===== src/rtl/logo_scroll_ctrl.sv =====
// logo_scroll_ctrl
// ----------------
// Moves a logo offset (delt) back and forth between 0 and max_delt, one
// motion step every FRAME_DIV frame_tick pulses. At each travel end the
// offset dwells for HOLD_FRAMES motion steps (at least one) before the
// direction reverses.
//
// Optional build macro LOGO_SCROLL_WRAP_EN: rightward motion wraps around
// past max_delt instead of bouncing; the HOLD and MOVE_L states are never
// entered and dir stays 0.
//
// Ports
//   clk         in   system clock, rising edge
//   rst         in   synchronous active-high reset
//   enble       in   motion enable; 0 freezes everything, bounce low
//   frame_tick  in   one-cycle pulse at start of vertical blanking
//   speed[3:0]  in   pixels per motion step (0 = no movement)
//   max_delt    in   right travel limit, sampled on motion steps only
//   delt[10:0]  out  registered horizontal offset
//   dir         out  0 = rightward, 1 = leftward
//   bounce      out  one-cycle pulse after delt reaches a travel end
//   state_o     out  FSM state: 0 MOVE_R, 1 MOVE_L, 2 HOLD_R, 3 HOLD_L
//
// Handshake: there is no valid/ready pair; frame_tick is a qualifier that
// is acted on in the cycle it is high, and bounce is a fire-and-forget
// pulse with no backpressure.
module logo_scroll_ctrl #(
  parameter int HOLD_FRAMES = 8,
  parameter int FRAME_DIV   = 1
) (
  input  logic        clk,
  input  logic        rst,
  input  logic        enble,
  input  logic        frame_tick,
  input  logic [3:0]  speed,
  input  logic [10:0] max_delt,
  output logic [10:0] delt,
  output logic        dir,
  output logic        bounce,
  output logic [1:0]  state_o
);

  typedef enum logic [1:0] {
    MOVE_R = 2'd0,
    MOVE_L = 2'd1,
    HOLD_R = 2'd2,
    HOLD_L = 2'd3
  } state_t;

  state_t      state_q, state_d;
  logic [10:0] delt_q, delt_d;
  logic        dir_q, dir_d;
  logic        bounce_q, bounce_d;
  logic [3:0]  div_q, div_d;
  logic [7:0]  hold_q, hold_d;

  logic        tick_en;
  logic        step;
  logic [11:0] sum;
  logic        hold_done;

  assign tick_en = enble && frame_tick;
  // The divider counts 0..FRAME_DIV-1; the pulse that hits the top is a step.
  assign step    = tick_en && (div_q == 4'(FRAME_DIV - 1));
  // 12-bit sum so delt+speed cannot overflow past the 11-bit range.
  assign sum     = {1'b0, delt_q} + {8'b0, speed};
  // A hold with HOLD_FRAMES=0 still spends one step, hence the +1 compare.
  assign hold_done = ({1'b0, hold_q} + 9'd1) >= 9'(HOLD_FRAMES);

`ifdef LOGO_SCROLL_WRAP_EN
  logic [11:0] wrap_val;
  assign wrap_val = sum - {1'b0, max_delt} - 12'd1;
`endif

  always_ff @(posedge clk) begin
    if (rst) begin
      state_q  <= MOVE_R;
      delt_q   <= '0;
      dir_q    <= 1'b0;
      bounce_q <= 1'b0;
      div_q    <= '0;
      hold_q   <= '0;
    end else begin
      state_q  <= state_d;
      delt_q   <= delt_d;
      dir_q    <= dir_d;
      bounce_q <= bounce_d;
      div_q    <= div_d;
      hold_q   <= hold_d;
    end
  end

  always_comb begin
    state_d  = state_q;
    delt_d   = delt_q;
    dir_d    = dir_q;
    bounce_d = 1'b0;
    div_d    = div_q;
    hold_d   = hold_q;

    if (tick_en) begin
      div_d = step ? 4'd0 : div_q + 4'd1;
    end

    if (step) begin
      unique case (state_q)
        MOVE_R: begin
          // speed=0 means no movement at all, even if max_delt dropped.
          if (speed != 4'd0) begin
`ifdef LOGO_SCROLL_WRAP_EN
            if (sum > {1'b0, max_delt}) begin
              delt_d   = wrap_val[10:0];
              bounce_d = 1'b1;
            end else begin
              delt_d = sum[10:0];
            end
`else
            // >= also catches max_delt having fallen below delt.
            if (sum >= {1'b0, max_delt}) begin
              delt_d   = max_delt;
              bounce_d = 1'b1;
              state_d  = HOLD_R;
              hold_d   = '0;
            end else begin
              delt_d = sum[10:0];
            end
`endif
          end
        end
        MOVE_L: begin
          if (speed != 4'd0) begin
            if (delt_q <= {7'b0, speed}) begin
              delt_d   = '0;
              bounce_d = 1'b1;
              state_d  = HOLD_L;
              hold_d   = '0;
            end else begin
              delt_d = delt_q - {7'b0, speed};
            end
          end
        end
        HOLD_R: begin
          if (hold_done) begin
            state_d = MOVE_L;
            dir_d   = ~dir_q;
            hold_d  = '0;
          end else begin
            hold_d = hold_q + 8'd1;
          end
        end
        HOLD_L: begin
          if (hold_done) begin
            state_d = MOVE_R;
            dir_d   = ~dir_q;
            hold_d  = '0;
          end else begin
            hold_d = hold_q + 8'd1;
          end
        end
        default: state_d = MOVE_R;
      endcase
    end
  end

  assign delt    = delt_q;
  assign dir     = dir_q;
  assign bounce  = bounce_q;
  assign state_o = state_q;

endmodule


===== config.mk =====
export PLATFORM = sky130hd
export DESIGN_NAME = logo_scroll_ctrl
export DESIGN_NICKNAME = d
export VERILOG_FILES = /design/src/rtl/logo_scroll_ctrl.sv
export SDC_FILE = /design/constraint.sdc
export NUM_CORES = 1
export LEC_CHECK = 0
export CAP_MARGIN = 30
export CORE_AREA = 2 2 65 92
export DETAILED_ROUTE_END_ITERATION = 8
export DIE_AREA = 0 0 67 94
export PLACE_DENSITY = 0.66
export SYNTH_ARGS = -nofsm -noshare
export SYNTH_HDL_FRONTEND = slang
export SYNTH_SLANG_ARGS = --single-unit

===== constraint.sdc =====
create_clock -name clk -period 11.1 [get_ports clk]
set_clock_uncertainty 0.15 [all_clocks]
set_input_delay 2.775 -clock clk [delete_from_list [all_inputs] [get_ports clk]]
set_output_delay 2.775 -clock clk [all_outputs]
set_load 0.05 [all_outputs]

==> results.md, run 1 <==
- Largest net degree at the start of global routing: 25
- Critical path fanouts, max: 8
- Peak supply drop: roughly 0.062 mV
- WL/cell: ~16 um
- Core area: between 5000 and 6000 um2
- Grt ovf: 0
- Mapped Cells: around 290
- Post-layout net count: between 300 and 400
- Final min period: 6.791 ns
- Final wirelength: about 6000 um
- Ratio of cells with drive above 1 in the final layout: 0.05994
- Delay-heaviest family, CP: compound AO/OA/AOI/OAI gates
- H-tree depth: 1
- Total Routing Usage GR: 0.2069
- Highest Signal Layer: met4
- Peak Freq: approximately 150 MHz
- # IOs: 34
- CTS Sinks: 27
- Area Overhead vs Synth: 17.14%
- Period utilisation layout: 0.6118
- Post-Syn Nets: 341
- Synth cell count leaders: dfxtp_1 (27), ha_1 (27), inv_1 (25)
- CP peak stage delay: 0.63 ns
- Seq cells post-synth: 27
- Leakage dissipation: roughly 1.1 nW
- Slew of the pin with the lowest slew margin: roughly 0.76 ns
- Number of global-route vias before repair: roughly 2200
- Clk pwr share: 0.176
- Max clock buf depth: 2
- Synth Flop Type: dfxtp_1
- Final Hold Vio Count: 0
- Crit-path cells: clkdlybuf4s50_1, inv_1, ha_1, or3b_2, a31oi_2, o21ai_0, xnor2_1, ha_1, and3_1, nand3_1, o31ai_1, nor3_2, and4_1, a211o_1
- Crit Path Category: input port to flip-flop
- Critical Path Most Common Cell: ha_1
- HP Class: flip-flop to flip-flop
- CP required: 11.12 ns
- Critical-path top delay cell: o31ai_1
- Remaining DRCs: 0
- # setup viols final: 0
- Slew margin rel.: 0.4912
- DR WL met3: roughly 240 um
- Met2 WL: 3296 um
- Worst path bufs/invs: 2
- Post-CTS setup buffer count: 0
- CTS buffer count: 3
- Final HPWL DP: approximately 4900 um
- Syn avg cell area: a little over 8 um2
- Pins Over Slew Limit: 0
- Vias per cell: between 5 and 6
- DR vias: approximately 2300
- Iter 0 DRT Violations: 100
- Starting Density: 0.4384
- Setup TNS: 0 ns
- Status: complete, no violations
- Synth cell types: 62
- Critical Path AT: ~6.8 ns
- Antenna violations before repair: 0
- RePlAce Congestion: slightly below 0.9
- Post-CTS sizing: 0
- Psw: ~0.13 mW
- Post-synth EDFFs: 0
- Die Height: approximately 94 um
- # port buffers: 33
- Worst setup EP type: flip-flop
- TritonRoute pass-1 iters: 4
- Clk Latency, worst-skew pair: 0.27 ns
- DIE WIDTH: ~67 um
- Reg power frac: 0.357
- Clock-pin transition on the worst setup and hold timing paths: around 0.090 ns
- Crit start category: input port
- Hold WS: about 0.33 ns
- Async set-or-reset flop fraction in the synthesized netlist: 0
- Die area: 6298 um2
- Synth area leaders: dfxtp_1 (23%), ha_1 (14%), inv_1 (3.9%)
- Max_cap viols: 0
- # diodes: 0
- PwrDens: ~110 nW/um2
- Hold-fix buffers, CTS: 0
- Number of routed nets with antenna violations: 0
- Row count: 32
- Switching share of power: 0.4105
- Share of Yosys cell area claimed by the top area cell type: 0.2264
- Cell internal pwr: between 0.15 and 0.2 mW
- Ys Warns: 0
- RSZ-0062 raised after global routing: no
- Global-route wire length before repair: 10150 um
- Clock root cell: clkbuf_8
- CTS tree: done
- Combinational Power Share: 0.468
- Post-synth top area cell: dfxtp_1
- Metal1 wirelength: 2434 um
- Post-Syn Area: 2387 um2
- Sequential share of the synthesized area: 0.2264
## state kept, by name (all words and copies together) (netlist names)
signal and cells:
delt 11, hold_q 8, div_q 4, dir 1
state_o 2, bounce 1
## path summary, 6_finish.rpt
check | slack (ns) | cells after the start | to | from
worst min-delay path | 0.33 | 1 | hold_q[7] | hold_q[7]
worst max-delay path | 4.31 | 14 | delt[10] | speed[1]
worst max register to register | 7.01 | 12 | delt[10] | delt[1]
worst min register to register | 0.33 | 1 | hold_q[7] | hold_q[7]
## per-layer routing
| metal | track usage | vias to the layer above |
|---|---|---|
| met5 | 0 | - |
| met4 | 0.07483 | 0 |
| met3 | 0.01679 | 10 |
| met2 | 0.3812 | 69 |
| met1 | 0.2412 | 1048 |
| li1 | - | 1125 |
## worst register-to-register path, cell delays in order, from the launching register on
cell and delay [ns]:
dfxtp_1 0.49, ha_1 0.31, or3b_2 0.47, a31oi_2 0.29, o21ai_0 0.16, xnor2_1 0.18, ha_1 0.33, and3_1 0.15
nand3_1 0.10, o31ai_1 0.63, nor3_2 0.25, and4_1 0.26, a211o_1 0.22
## logic make-up after synthesis
group,after synthesis,share of synthesized area
AND/OR/NAND/NOR,104,0.2500
flip-flops,27,0.2264
multiplexers,5,0.02097
adder cells (fa/ha/maj),29,0.1583
buffers and inverters,40,0.06970
XOR/XNOR,19,0.06971
AO/OA/AOI/OAI,69,0.2049
## power groups by stage
stage	logic [mW]	clock network (mW)	registers, mW
floorplan	0.0930	0	0.129
global placement	0.149	0	0.116
detailed placement	0.149	0	0.116
CTS	0.150	0.0586	0.114
global route	0.164	0.0621	0.115
finish	0.149	0.0561	0.114
## metrics by stage
stage          worst slack (ns)  area (um2)  power, mW  instances    util
2_1_floorplan             4.927        2387     0.2218        293       -
3_3_place_gp              4.152        2751     0.2652        381  0.5053
3_5_place_dp              4.099        2751     0.2657        381  0.5053
4_1_cts                   4.346        2796     0.3227        385  0.5136
5_1_grt                   4.012        2796     0.3417        385  0.5136
6_report                  4.309        2796     0.3196        385  0.5136
## final cells by class
type,count,area (um2)
flip-flops and latches,27,540.5
multi-input cells,226,1687
fillers,588,2649
well taps,68,85.08
clock buffers,4,45.04
repair buffers,35,345.3
inverters,25,93.84
## cell usage in the layout, fill, tap and decap left out, types with 3 or more instances in the layout
cell type        count
or4_1                3
xnor2_1             10
nor2_1              21
clkdlybuf4s50_1     33
nand3_1             11
nor3b_1              5
clkbuf_8             3
o22ai_1              3
nor3_1               5
ha_1                27
nand4_1              6
dfxtp_1             27
nand2b_1             5
nor4_1              12
a21oi_1             17
mux2i_1              5
o21ai_0             15
a211o_1              4
a31oi_1              3
nand2_1             17
inv_1               25
xor2_1               9
No activity file was read; power rests on OpenSTA's default activity.
==> run 2: changes to the inputs <==
Clock period 11.1 ns to 6.63 ns, I/O delays scaled along.
==> run 2 against run 1 <==
- core utilization stayed put
- design area stayed put
- hold slack better by 0.0045 ns
- first-iteration DRC count is 9.0% higher
- clock-buffer cell count stayed put
- largest power group unchanged
- die area stayed put
- critical path depth stayed put
- cell count stayed put
- combinational power is 68% higher
- register-to-register slack worse by 4.5 ns
==> results.md, run 2 (synthesis results as in run 1) <==
- Slew margin rel.: 0.4849 (was 0.4912)
- Clock root cell: clkbuf_8 (unchanged)
- Final Hold Vio Count: 0 (unchanged)
- Clk Latency, worst-skew pair: 0.27 ns (about the same)
- Most frequent cells in the layout: clkdlybuf4s50_1 (33), ha_1 (27), dfxtp_1 (27) (unchanged)
- Max_cap viols: 0 (unchanged)
- Crit start category: input port (unchanged)
- Final HPWL DP: 4926 um (was 4930 um)
- Global-route wire length before repair: 10230 um (was 10150 um)
- Number of global-route vias before repair: 2195 (was 2169)
- Placed Cells: 381 (unchanged)
- WL/cell: 16.18 um (was 16.01 um)
- Worst setup EP type: flip-flop (unchanged)
- Hold WS: 0.3299 ns (was 0.3254 ns)
- Critical Path Most Common Cell: ha_1 (unchanged)
- TritonRoute pass-1 iters: 4 (unchanged)
- HP Class: flip-flop to flip-flop (unchanged)
- H-tree depth: 1 (unchanged)
- # IOs: 34 (unchanged)
- Hold Path Depth: 1 (unchanged)
- Slew of the pin with the lowest slew margin: 0.7656 ns (was 0.7562 ns)
- Critical path fanouts, max: 8 (unchanged)
- Antenna violations before repair: 0 (unchanged)
- CP required: 6.65 ns (was 11.12 ns)
- Post-CTS setup buffer count: 0 (unchanged)
- Die Height: 94 um (unchanged)
- Commonest non-fill, non-tap cell in the layout: clkdlybuf4s50_1 (unchanged)
- Min-delay src: hold_q[7] (unchanged)
- Core area: 5445 um2 (unchanged)
- Max reg flops: 11 (unchanged)
- RePlAce Congestion: 0.8853 (was 0.8846)
- Worst setup margin: 0.9771 ns (was 4.309 ns)
- RSZ-0062 raised after global routing: no (unchanged)
- Reg2Reg Depth: 12 (unchanged)
- Hold endpoint: hold_q[7] (unchanged)
- Post-CTS sizing: 0 (unchanged)
- Post-layout net count: 366 (unchanged)
- Iter 0 DRT Violations: 109 (was 100)
- Tot Pwr: 0.5368 mW (was 0.3196 mW)
- Grt ovf: 0 (unchanged)
- Setup TNS: 0 ns (unchanged)
- RR Startpoint: delt[1] (unchanged)
- CTS Sinks: 27 (unchanged)
- Critical-path top delay cell: o31ai_1 (unchanged)
- DIE WIDTH: 67 um (unchanged)
- Largest net degree at the start of global routing: 25 (unchanged)
- Vias per cell: 5.878 (was 5.849)
- Leakage dissipation: 1.143 nW (unchanged)
- Period utilisation layout: 0.8526
- Peak Freq: roughly 180 MHz
- Total Routing Usage GR: 0.2088 (was 0.2069)
- Starting Density: 0.4384 (unchanged)
- Pins Over Slew Limit: 0 (unchanged)
- Crit Path Category: input port to flip-flop (unchanged)
- Reg2Reg Capture Point: delt[10] (unchanged)
- Finished Layout Cells: 385 (unchanged)
- Peak supply drop: 0.1021 mV (was 0.06207 mV)
- # diodes: 0 (unchanged)
- CTS buffer count: 3 (unchanged)
- Number of routed nets with antenna violations: 0 (unchanged)
- Area Overhead vs Synth: 17.14% (unchanged)
- Clock-pin transition on the worst setup and hold timing paths: 0.10 ns (was 0.09 ns)
- # setup viols final: 0 (unchanged)
- Max clock buf depth: 2 (unchanged)
- Setup slack, reg-to-reg: 2.55 ns (was 7.01 ns)
- Critical Path AT: 5.67 ns (was 6.81 ns)
- Status: complete, no violations (unchanged)
- Final min period: about 5.7 ns
- # port buffers: 33 (unchanged)
- Remaining DRCs: 0 (unchanged)
- PwrDens: 191.9 nW/um2 (was 114.3 nW/um2)
- Row count: 32 (unchanged)
- CP peak stage delay: 0.62 ns (was 0.63 ns)
- CTS tree: done (unchanged)
- Final wirelength: 6230 um (was 6165 um)
- DR vias: 2263 (was 2252)
- Hold-fix buffers, CTS: 0 (unchanged)
- Crit-path cells: clkdlybuf4s50_1, inv_1, ha_1, or3b_2, a31oi_2, o21ai_0, xnor2_1, ha_1, and3_1, nand3_1, o31ai_1, nor3_2, and4_1, a211o_1 (unchanged)
- # fillers: 574 (was 588)
- Ratio of cells with drive above 1 in the final layout: 0.05994 (unchanged)
- Die area: 6298 um2 (unchanged)
- Pre-CTS setup slack: 0.7326 ns (was 4.099 ns)
[run 2: power breakdown]
part	leakage [nW]	internal, mW	switching [mW]
clock network	0.0228	0.0431	0.0522
logic	0.901	0.101	0.150
registers	0.219	0.172	0.0192
total	1.14	0.316	0.221
[run 2: stage by stage]
step           utilization  area (um2)
6_report            0.5136        2796
5_1_grt             0.5136        2796
4_1_cts             0.5136        2796
3_5_place_dp        0.5053        2751
3_3_place_gp        0.5053        2751
2_1_floorplan            -        2387
[run 2: worst max-delay path by stage]
| stage | slack (ns) | from | depth (start not counted) | end |
|---|---|---|---|---|
| 6_report | 0.98 | speed[1] | 14 | delt[10] |
| 5_1_grt | 0.66 | speed[1] | 14 | delt[10] |
| 4_1_cts | 1.00 | speed[1] | 14 | delt[10] |
| 3_5_place_dp | 0.73 | speed[1] | 14 | delt[10] |
| 3_3_place_gp | 0.80 | speed[1] | 14 | delt[10] |
| 2_1_floorplan | 1.57 | speed[2] | 14 | delt[10] |
[run 2: metal layers]
metal	part of all wire	global-route usage	wire, um	vias up
li1	-	-	-	1120
met1	0.40	0.2397	2508	1079
met2	0.52	0.3721	3249	48
met3	0.035	0.02518	220	16
met4	0.040	0.09864	252	0
met5	0	0	0	-
[run 2: layout make-up]
type / count / area, um2 / share of cell area
sequential: 27 / 540.5 / 0.1933
timing repair buffer: 35 / 345.3 / 0.1235
tap: 68 / 85.08 / 0.03043
multi-input combinational: 226 / 1687 / 0.6031
inverter: 25 / 93.84 / 0.03356
clock buffer: 4 / 45.04 / 0.01611
[run 2: worst max-delay path, delay by kind of cell]
family / cells / cell delay (ns)
compound gates: 4 / 1.28
xor+xnor: 1 / 0.18
fa+ha+maj: 2 / 0.66
buf+inv: 2 / 0.67
simple gates: 5 / 1.23
